File: config.mk
export PLATFORM = sky130hd
export DESIGN_NAME = serial_tx_byte_queue
export DESIGN_NICKNAME = d
export VERILOG_FILES = /design/src/rtl/serial_tx_byte_queue.sv
export SDC_FILE = /design/constraint.sdc
export NUM_CORES = 1
export LEC_CHECK = 0
export ABC_AREA = 1
export BUFFER_PORTS_ARGS = -buffer_cell sky130_fd_sc_hd__buf_2
export CELL_PAD_IN_SITES_DETAIL_PLACEMENT = 1
export CELL_PAD_IN_SITES_GLOBAL_PLACEMENT = 1
export CORE_AREA = 4 4 103 66
export CTS_CLUSTER_DIAMETER = 40
export CTS_CLUSTER_SIZE = 24
export DETAILED_ROUTE_END_ITERATION = 10
export DIE_AREA = 0 0 107 70
export PLACE_DENSITY_LB_ADDON = 0.1
export SLEW_MARGIN = 30
export SYNTH_ARGS = -nofsm -noshare
export SYNTH_HDL_FRONTEND = slang
export SYNTH_SLANG_ARGS = --single-unit
File: constraint.sdc
create_clock -name sys_clk -period 2.21 [get_ports sys_clk]
set_clock_uncertainty 0.1 [all_clocks]
set_input_delay 0.663 -clock sys_clk [delete_from_list [all_inputs] [get_ports sys_clk]]
set_output_delay 0.663 -clock sys_clk [all_outputs]
set_load 0.05 [all_outputs]
File: src/rtl/serial_tx_byte_queue.sv
// serial_tx_byte_queue
//   Small circular byte FIFO in front of the serial write buffer. The
//   controller pushes bytes freely. A launch FSM pops one byte at a time
//   and hands it to the write buffer using the start/data_in/busy
//   handshake. It also flags a write buffer that never raises busy.
//
// Ports
//   sys_clk   : clock, rising edge
//   rst       : async reset, active low
//   wr_en     : push wr_data this cycle
//   wr_data   : byte to queue
//   flush     : sync clear of queued bytes and sticky flags. The in-flight
//               byte is not affected.
//   full      : count == DEPTH
//   empty     : count == 0
//   count     : queued entries (in-flight byte not included)
//   active    : transfer in progress or bytes queued
//   overflow  : sticky, a push was dropped because the FIFO was full
//   ack_err   : sticky, busy never rose within ACK_TIMEOUT cycles of a start
//   buf_start : one-cycle start pulse to the write buffer
//   buf_data  : byte driven to the write buffer data_in
//   buf_busy  : write buffer busy
module serial_tx_byte_queue #(
  parameter int BUF_SIZE    = 8,
  parameter int DEPTH       = 4,
  parameter int ACK_TIMEOUT = 4
) (
  input  logic                       sys_clk,
  input  logic                       rst,
  input  logic                       wr_en,
  input  logic [BUF_SIZE-1:0]        wr_data,
  input  logic                       flush,
  output logic                       full,
  output logic                       empty,
  output logic [$clog2(DEPTH):0]     count,
  output logic                       active,
  output logic                       overflow,
  output logic                       ack_err,
  output logic                       buf_start,
  output logic [BUF_SIZE-1:0]        buf_data,
  input  logic                       buf_busy
);

  localparam int AW = $clog2(DEPTH);
  localparam int CW = AW + 1;
  localparam int TW = $clog2(ACK_TIMEOUT + 1);

  typedef enum logic [1:0] {IDLE, LAUNCH, WAIT_ACK, WAIT_DONE} state_t;

  state_t                          state;
  logic [DEPTH-1:0][BUF_SIZE-1:0]  mem;
  logic [AW-1:0]                   wr_ptr, rd_ptr;
  logic [TW-1:0]                   tmo;
  logic                            push, pop, drop;

  assign full   = (count == CW'(DEPTH));
  assign empty  = (count == '0);
  assign active = (state != IDLE) || !empty;

  // flush takes priority over both ends of the FIFO. A push into a full
  // FIFO is dropped even when a pop frees a slot in the same cycle, so
  // overflow depends only on the state the producer could see.
  assign pop  = (state == IDLE) && !empty && !flush;
  assign push = wr_en && !flush && !full;
  assign drop = wr_en && !flush && full;

  // Pointers wrap naturally because DEPTH is a power of two.
  always_ff @(posedge sys_clk or negedge rst) begin
    if (!rst) begin
      wr_ptr   <= '0;
      rd_ptr   <= '0;
      count    <= '0;
      overflow <= 1'b0;
    end else if (flush) begin
      wr_ptr   <= '0;
      rd_ptr   <= '0;
      count    <= '0;
      overflow <= 1'b0;
    end else begin
      if (push) wr_ptr <= wr_ptr + AW'(1);
      if (pop)  rd_ptr <= rd_ptr + AW'(1);
      count <= count + CW'(push) - CW'(pop);
      if (drop) overflow <= 1'b1;
    end
  end

  // Storage is not reset. Only entries below count are ever read.
  always_ff @(posedge sys_clk) begin
    if (push) mem[wr_ptr] <= wr_data;
  end

  // buf_start is set on the IDLE->LAUNCH transition, so it is high for
  // exactly the LAUNCH cycle. buf_data is only loaded on a pop, so it holds
  // through the whole handshake.
  always_ff @(posedge sys_clk or negedge rst) begin
    if (!rst) begin
      state     <= IDLE;
      buf_start <= 1'b0;
      buf_data  <= '0;
      tmo       <= '0;
      ack_err   <= 1'b0;
    end else begin
      buf_start <= 1'b0;
      if (flush) ack_err <= 1'b0;
      case (state)
        IDLE: begin
          if (pop) begin
            buf_data  <= mem[rd_ptr];
            buf_start <= 1'b1;
            state     <= LAUNCH;
          end
        end
        LAUNCH: begin
          tmo   <= '0;
          state <= WAIT_ACK;
        end
        WAIT_ACK: begin
          if (buf_busy) begin
            state <= WAIT_DONE;
          end else if (tmo == TW'(ACK_TIMEOUT - 1)) begin
            // A timeout that lands on a flush cycle still sets ack_err.
            // The byte is abandoned and treated as sent.
            ack_err <= 1'b1;
            state   <= IDLE;
          end else begin
            tmo <= tmo + TW'(1);
          end
        end
        WAIT_DONE: begin
          if (!buf_busy) state <= IDLE;
        end
        default: state <= IDLE;
      endcase
    end
  end

endmodule

==> metrics, run 1 <==
vias in the first global route 1,550; # fillers 684; worst skew pair latency 0.31 ns; CTS Buf Count 5; row cnt 22; initial DRC count 51; register area 1540 µm²; Flop pwr share 40.5%; cell count after synthesis 223; Max VDD drop 0.590 mV; IO Count 30; post-synth top area share 40.4%; final period utilization 95.4%; Post-synth ARST share 41.8%; Synth Flop Type edfxtp_1; Worst Path Arrival 2.24 ns; post-route insts no fill 353; slowest stage cell, crit path dfrtp_2; Area contributors post-synth edfxtp_1 (40%), dfrtp_1 (24%), nand2_1 (7.3%); register area share after synthesis 64.5%; Synth Warn # 0; Die Width 107 µm; status finished, final reports clean; Yosys cell types 23; number of synthesized flops with an enable pin 32; antenna violation net count after detailed routing 0; pin count of the biggest net entering global routing 24; Nets 290; Final Hold Vio Count 0; Critical Path, Cell by Cell nor2_4 > nand2_2 > nand3_2 > inv_2 > ha_1 > inv_1 > ha_1 > inv_1 > fa_1 > xor2_1 > nor2_1; Slowest Stage Delay on Critical Path 0.45 ns; layout cells sized above 1 24.9%; Detailed Place HPWL 3560 µm; initial antenna violation count 0; Finish-stage setup viols 0; crit path time final 2.11 ns; Critical Path Start Type register; Static Leakage 1.27 nW; Pint 1.98 mW; Yosys reg bits 55; Tot Pwr 3.58 mW; Setup CP Type register to register; H-tree depth 2; slew margin rel. 64.2%; Logic pwr share 43.4%; first-pass GRT wire length 8120 µm; CTS root buffer clkbuf_8; Slew Viols, Final 0; Synth-to-Final Area Change 17.3%; placed cells 342; Final Wtd Congestion 0.754; first-pass iteration count of the detailed router 4; DRC 0; Ant. Diodes 0; CORE AREA 5890 µm²; Max Buffers Root-to-Sink 2; pwr/cell area 1280 nW/µm²; die footprint 7490 µm²; Overflow after GRT 0; worst min-delay path category input port to asynchronous set/reset pin; # clock sinks 55; Die Ht 70 µm; area leader, netlist edfxtp_1; most frequent cells after synthesis nand2_1 (46), nor2_1 (41), edfxtp_1 (32), dfrtp_1 (23), inv_1 (20); syn_nets 245; Switching Fraction 44.7%; post-DR wirelength/cell 14.0 µm; Least-Margin Pin Slew 0.538 ns; hold buffers post-CTS 0; Initial Util 40.4%; DRT Wirelength 4940 µm; Tot GR Track Use 14.0%; area of the multi-input gates 713 µm²; number of port buffers 29; CP required 2.35 ns; Vias per Instance 4.64; Max-Cap Viols 0; crit path max fanout 3; crit path capture type register; Fmax 474 MHz; Switch Pwr 1.60 mW; top-count cell post-synth nand2_1; Mean Syn Cell Area 10.7 µm²; setup TNS 0 ns; Clock Power Share 16.1%; CTS clk-pin slew, worst paths 0.10 ns; total vias in the final route 1,638; synthesized area 2380 µm²; CTS tree done
==> timing repair <==
action,CTS,global route
setup buffers,0,3
pin swaps,0,0
gates resized for setup,1,3
endpoints found under the setup margin,1,3
gates cloned,0,0
==> cell families (layout without fill, tap and decap cells) <==
| logic type | after synthesis | in the layout | synth area share, % |
|---|---|---|---|
| buffers and inverters | 30 | 76 | 6.04 |
| adders and majority gates | 9 | 9 | 5.04 |
| xor gates and xnor gates | 3 | 3 | 1.10 |
| AOI/OAI and AO/OA | 27 | 27 | 6.04 |
| and+or+nand+nor | 99 | 99 | 17.2 |
| DFF | 55 | 55 | 64.5 |
==> cell usage in the layout, fill, tap and decap left out, drive strengths merged <==
cell,instances
a21oi,3
ha,8
xor2,2
clkinv,1
edfxtp,32
o22ai,1
buf,43
clkbuf,5
o31ai,1
xnor2,1
fa,1
o211ai,1
inv,27
nor2,43
o21ai,20
nand2,47
dfrtp,23
nand3,9
o21a,1
==> worst max-delay path: cells and delay by family (launching register included) <==
kind,cells,cell delay (ns)
xor gates and xnor gates,1,0.17
adders and majority gates,3,0.78
buffers and inverters,3,0.15
DFF,1,0.45
and+or+nand+nor,4,0.39
==> stage by stage <==
step	utilization [%]	hold slack (ns)	area (µm²)	worst slack, ns
after detailed placement	45.3	0.378	2670	-0.123
after global routing	47.4	0.249	2790	-0.0128
after global placement	45.3	0.369	2670	-0.0496
after CTS	46.9	0.231	2760	0.0146
final	47.4	0.225	2790	0.102
after floorplan	-	0.267	2390	0.00323
==> cell type report <==
type                    instances  share of cell area [%]
clock inverters                 3                   0.761
multi-input cells             138                    25.5
inverters                      25                    3.36
repair buffers                 43                    8.96
flip-flops and latches         55                    55.2
clock buffers                   5                    2.46
well taps                      84                    3.76
==> metal layers <==
metal  global-route usage [%]  up-vias  routed length (µm)
met5                        0        -                   0
met4                     2.55        0                  31
met3                     3.69        4                 133
met2                     20.2       17                2170
met1                     21.2      809                2600
li1                         -      808                   -
==> registers in the layout (all words and copies together) (netlist names) <==
signal and count:
buf_data 8, mem 32, rd_ptr 2, buf_start 1, state 2, ack_err 1, overflow 1, wr_ptr 2
tmo 3, count 3
==> power by group through the flow <==
stage / Sequential, mW / Combinational [mW] / Clock [mW]
3_3_place_gp: 1.47 / 1.50 / 0
3_5_place_dp: 1.47 / 1.53 / 0
5_1_grt: 1.49 / 1.73 / 0.646
2_1_floorplan: 1.74 / 0.880 / 0
4_1_cts: 1.46 / 1.53 / 0.593
6_report: 1.45 / 1.55 / 0.577
==> path summary, 6_finish.rpt <==
kind                                    startpoint                  to  slack (ns)  cells after the start
worst max-delay path            count[1]$_DFF_PN0_  count[2]$_DFF_PN0_        0.10                     11
worst min-delay path                           rst   ack_err$_DFF_PN0_        0.22                      1
worst max register to register  count[1]$_DFF_PN0_  count[2]$_DFF_PN0_        0.10                     11
worst min register to register  tmo[0]$_DFFE_PN0P_  tmo[0]$_DFFE_PN0P_        0.39                      1
max in group asynchronous                      rst  count[0]$_DFF_PN0_        1.40                      1
min in group sys_clk            tmo[0]$_DFFE_PN0P_  tmo[0]$_DFFE_PN0P_        0.39                      1
No activity file was read; power rests on OpenSTA's default activity.
==> run 2: changes to the inputs <==
- ABC_AREA: 1 -> unset
- CORE_AREA: 4 4 103 66 -> 4 4 101 65
- DIE_AREA: 0 0 107 70 -> 0 0 105 69
- SLEW_MARGIN: 30 -> 0
==> metrics, run 2 <==
status finished, final reports clean; CTS clk-pin slew, worst paths 0.11 ns; antenna violation net count after detailed routing 0; Worst Path Arrival 1.39 ns; synthesized area 2320 µm²; commonest non-fill, non-tap cell in the layout edfxtp_1; DRT Wirelength 4870 µm; commonest non-fill, non-tap cells in the layout edfxtp_1 (32), buf_2 (26), dfrtp_1 (20); delay-heaviest family, CP flip-flops; CP required 1.45 ns; CTS root buffer clkbuf_8; first-pass GRT wire length 7980 µm; Initial Util 42.1%; final period utilization 97.5%; Largest regs mem (32), buf_data (8); layout cells sized above 1 45.1%; # clock sinks 55; Worst Path Buf+Inv 2; GR Util met1 18.1%; H-tree depth 2; area of the multi-input gates 766 µm²; M2 GR Usage 24.3%; number of port buffers 29; max reg flops 32; register area 1540 µm²; most frequent cells after synthesis edfxtp_1 (32), dfrtp_1 (23), mux2_2 (9); Critical Path Start Type register; post-route insts no fill 262; Area contributors post-synth edfxtp_1 (41%), dfrtp_1 (25%), mux4_2 (6.8%); top-count cell post-synth edfxtp_1; initial antenna violation count 0; register area share after synthesis 66.2%; cell count after synthesis 144; pin count of the biggest net entering global routing 24; Slew Viols, Final 0; Vias per Instance 5.06; number of synthesized flops with an enable pin 32; R2R Setup Slk 0.08 ns; Top Usage Layer GRT met2; Final Wtd Congestion 0.721; Final Hold Vio Count 0; post-synth top area share 41.4%; DRC 0; Static Leakage 1.13 nW; Mean Syn Cell Area 16.1 µm²; Slowest Stage Delay on Critical Path 0.47 ns; worst skew pair latency 0.32 ns; # fillers 551; unrepaired setup endpoints after global routing true; CORE AREA 5520 µm²; final worst slack 0.0563 ns; slowest stage cell, crit path dfrtp_2; Synth Warn # 0; Post-Route Utilization 50.9%; Synth Flop Type edfxtp_1; IO Count 30; die footprint 7250 µm²; setup TNS 0 ns; syn_nets 166; Top reg by flops mem; pwr/cell area 1190 nW/µm²; Place WS -0.253 ns; hold buffers post-CTS 0; Nets 214; area leader, netlist edfxtp_1; first-pass iteration count of the detailed router 4; Overflow after GRT 0; row cnt 21; Die Width 105 µm; Die Ht 69 µm; Yosys cell types 34; Setup CP Type register to primary output; CTS Buf Count 5; slew margin rel. 59.6%; Fmax 464 MHz; Yosys reg bits 55; initial DRC count 71; CTS tree done; Tot GR Track Use 14.6%; M3 GR Usage 5.22%; Post-synth ARST share 41.8%; Critical Path, Cell by Cell nor3b_4 > buf_4 > buf_6; crit path max fanout 6; Max Buffers Root-to-Sink 2; Synth-to-Final Area Change 21.0%; Max VDD drop 0.363 mV; post-DR wirelength/cell 18.6 µm; vias in the first global route 1,517; Detailed Place HPWL 3500 µm; Ant. Diodes 0; crit path capture type primary output; Max-Cap Viols 0; crit path time final 2.15 ns; total vias in the final route 1,325; placed cells 250; Least-Margin Pin Slew 0.607 ns; worst min-delay path category input port to asynchronous set/reset pin; Finish-stage setup viols 0
[run 2: cell count changes after synthesis, moves of 5 or more]
cell and delta:
inv_2 -5, nand2_1 -41, nand3_1 -7, nor2_1 -33, mux4_2 +7, mux2_2 +9
inv_1 -12, o21ai_1 -8, o21ai_0 -7
[run 2: cells by family (layout without fill, tap and decap cells)]
logic type               after synthesis  in the layout  share of synthesized area (%)
multiplexers                          19             19                           13.2
AND/OR/NAND/NOR                       31             31                           8.25
flip-flops                            55             55                           66.2
XOR/XNOR                               2              2                          0.755
adder cells (fa/ha/maj)                9              9                           5.18
buffers and inverters                 13             62                           2.59
AO/OA/AOI/OAI                         15             15                           3.88
[run 2: layer usage]
metal	up-vias	part of all wire, %	routed length [µm]
met5	-	0	0
met4	0	1.6	78
met3	8	3.5	172
met2	22	50	2420
met1	671	45	2200
li1	624	-	-
[run 2: worst paths after layout]
path / end / depth (start not counted) / from
max: full / 3 / count[0]$_DFF_PN0_
min: ack_err$_DFF_PN0_ / 1 / rst
max reg2reg: count[1]$_DFF_PN0_ / 9 / count[2]$_DFF_PN0_
min reg2reg: buf_data[2]$_DFFE_PN0P_ / 1 / buf_data[2]$_DFFE_PN0P_
max in group asynchronous: count[0]$_DFF_PN0_ / 1 / rst
min in group sys_clk: buf_data[2]$_DFFE_PN0P_ / 1 / buf_data[2]$_DFFE_PN0P_
[run 2: layout make-up]
type	instances	area share [%]
Clock buffer	6	2.58
Tap cell	69	3.07
Inverter	8	1.07
Clock inverter	2	0.624
Sequential cell	55	54.9
Timing Repair Buffer	46	10.5
Multi-Input combinational cell	76	27.3
[run 2: timing repair]
item	in CTS	in global routing
pin swaps	1	3
buffers inserted	1	3
gates resized for setup	2	14
endpoints found under the setup margin	3	4
[run 2: report_power, final]
group,leakage (nW),internal [mW],switching [mW]
combinational,0.505,0.527,0.842
clock,0.0454,0.228,0.340
sequential,0.583,1.27,0.149
[run 2: per-stage QoR]
stage / instance area (µm²) / hold WS [ns] / power [mW]
global route: 2810 / 0.236 / 3.56
floorplan: 2340 / 0.267 / 2.33
finish: 2810 / 0.216 / 3.35
CTS: 2740 / 0.234 / 3.29
detailed placement: 2640 / 0.393 / 2.69
global placement: 2640 / 0.383 / 2.64
==> run 3: changes to the inputs <==
- REMOVE_ABC_BUFFERS: unset -> 1
- SETUP_SLACK_MARGIN: unset -> 0.4
==> metrics, run 3 (synthesized netlist as in run 2, its figures left out) <==
CP required 1.45 ns; max reg flops 32; Max-Cap Viols 0; Slowest Stage Delay on Critical Path 0.43 ns; number of port buffers 29; CORE AREA 5520 µm²; M2 GR Usage 22.9%; Top reg by flops mem; GR Util met1 19.2%; Detailed Place HPWL 3450 µm; crit path max fanout 3; DRT Wirelength 4810 µm; status finished, final reports clean; Fmax 456 MHz; Finish-stage setup viols 0; Nets 220; M3 GR Usage 3.73%; Levels on crit path 5; total vias in the final route 1,334; H-tree depth 2; CTS clk-pin slew, worst paths 0.09 ns; crit path capture type primary output; worst min-delay path category input port to asynchronous set/reset pin; Die Ht 69 µm; Worst Path Arrival 1.43 ns; layout cells sized above 1 46.7%; worst hold margin 0.247 ns; # clock sinks 55; Final Hold Vio Count 0; Setup CP Type register to primary output; delay-heaviest family, CP buffers and inverters; final period utilization 99.1%; CTS root buffer clkbuf_8; commonest non-fill, non-tap cells in the layout edfxtp_1 (32), buf_2 (23), dfrtp_1 (20); CTS Buf Count 5; DRC 0; commonest non-fill, non-tap cell in the layout edfxtp_1; Vias per Instance 4.98; Critical Path Start Type register; first-pass iteration count of the detailed router 4; Largest regs mem (32), buf_data (8); first-pass GRT wire length 7980 µm; slowest stage cell, crit path dfrtp_1; pin count of the biggest net entering global routing 24; Static Leakage 1.19 nW; worst r2r path cells 9; Tot GR Track Use 14.2%; initial antenna violation count 0; post-DR wirelength/cell 18.0 µm; unrepaired setup endpoints after global routing true; pwr/cell area 1180 nW/µm²; Max VDD drop 0.606 mV; IO Count 30; Most common cell on crit path buf_6; setup TNS 0 ns; vias in the first global route 1,509; Top Usage Layer GRT met2; Final Wtd Congestion 0.705; Slew Viols, Final 0; initial DRC count 22; Overflow after GRT 0; Least-Margin Pin Slew 0.562 ns; Worst Path Buf+Inv 3; Initial Util 42.1%; Ant. Diodes 0; Synth-to-Final Area Change 27.0%; CTS tree done; Max Buffers Root-to-Sink 2; slew margin rel. 62.5%; antenna violation net count after detailed routing 0; crit path time final 2.19 ns; die footprint 7250 µm²; Critical Path, Cell by Cell buf_6 > nor3_4 > buf_6 > nand2_2 > buf_6; Die Width 105 µm; worst skew pair latency 0.29 ns; row cnt 21
## run 3: power breakdown
group	internal [mW]	switching, mW
logic	0.650	0.890
clock network	0.223	0.303
registers	1.27	0.147
total	2.14	1.34
## run 3: worst paths after layout
kind                                           end  slack [ns]                     from
setup / recovery                            active        0.02       count[2]$_DFF_PN0_
hold / removal             buf_data[5]$_DFFE_PN0P_        0.25                      rst
setup reg to reg                count[1]$_DFF_PN0_        0.06       count[2]$_DFF_PN0_
hold reg to reg            buf_data[0]$_DFFE_PN0P_        0.41  buf_data[0]$_DFFE_PN0P_
max in group asynchronous       count[1]$_DFF_PN0_        1.35                      rst
min in group sys_clk       buf_data[0]$_DFFE_PN0P_        0.41  buf_data[0]$_DFFE_PN0P_
## run 3: what timing repair did
item                                    in CTS  in global routing
endpoints found under the setup margin      17                  8
buffers inserted                             1                  6
pin swaps                                    5                  4
gates resized for setup                     21                 14
hold buffers                                 0                  0
## run 3: layout make-up
| class | count | area (µm²) |
|---|---|---|
| multi-input combinational | 76 | 773 |
| clock inverter | 2 | 12.5 |
| fill | 543 | 2570 |
| clock buffer | 6 | 72.6 |
| inverter | 8 | 30.0 |
| sequential | 55 | 1540 |
| timing repair buffer | 52 | 432 |
| tap | 69 | 86.3 |
## run 3: worst register-to-register path, cell delays in order (launching register included)
cell     delay, ns
dfrtp_1       0.43
buf_6         0.14
nor3_4        0.22
nor4_4        0.06
ha_1          0.30
inv_2         0.07
ha_4          0.12
inv_2         0.03
fa_2          0.52
nor2_2        0.03
## run 3: metrics by stage
step	total power [mW]	cells	setup slack, ns	util, %	instance area, µm²
final	3.48	268	0.0192	53.4	2950
after global placement	2.65	253	-0.187	48.8	2690
after detailed placement	2.72	253	-0.406	48.8	2690
after global routing	3.69	268	-0.0564	53.4	2950
after CTS	3.38	262	0.0136	51.6	2850
after floorplan	2.29	139	-1.49	-	2290
## run 3: per-layer routing
metal | routed length [µm] | vias to the layer above | share of wire [%]
met1 | 2340 | 673 | 49
met3 | 139 | 4 | 2.9
li1 | - | 638 | -
met5 | 0 | - | 0
met2 | 2300 | 19 | 48
met4 | 36 | 0 | 0.75
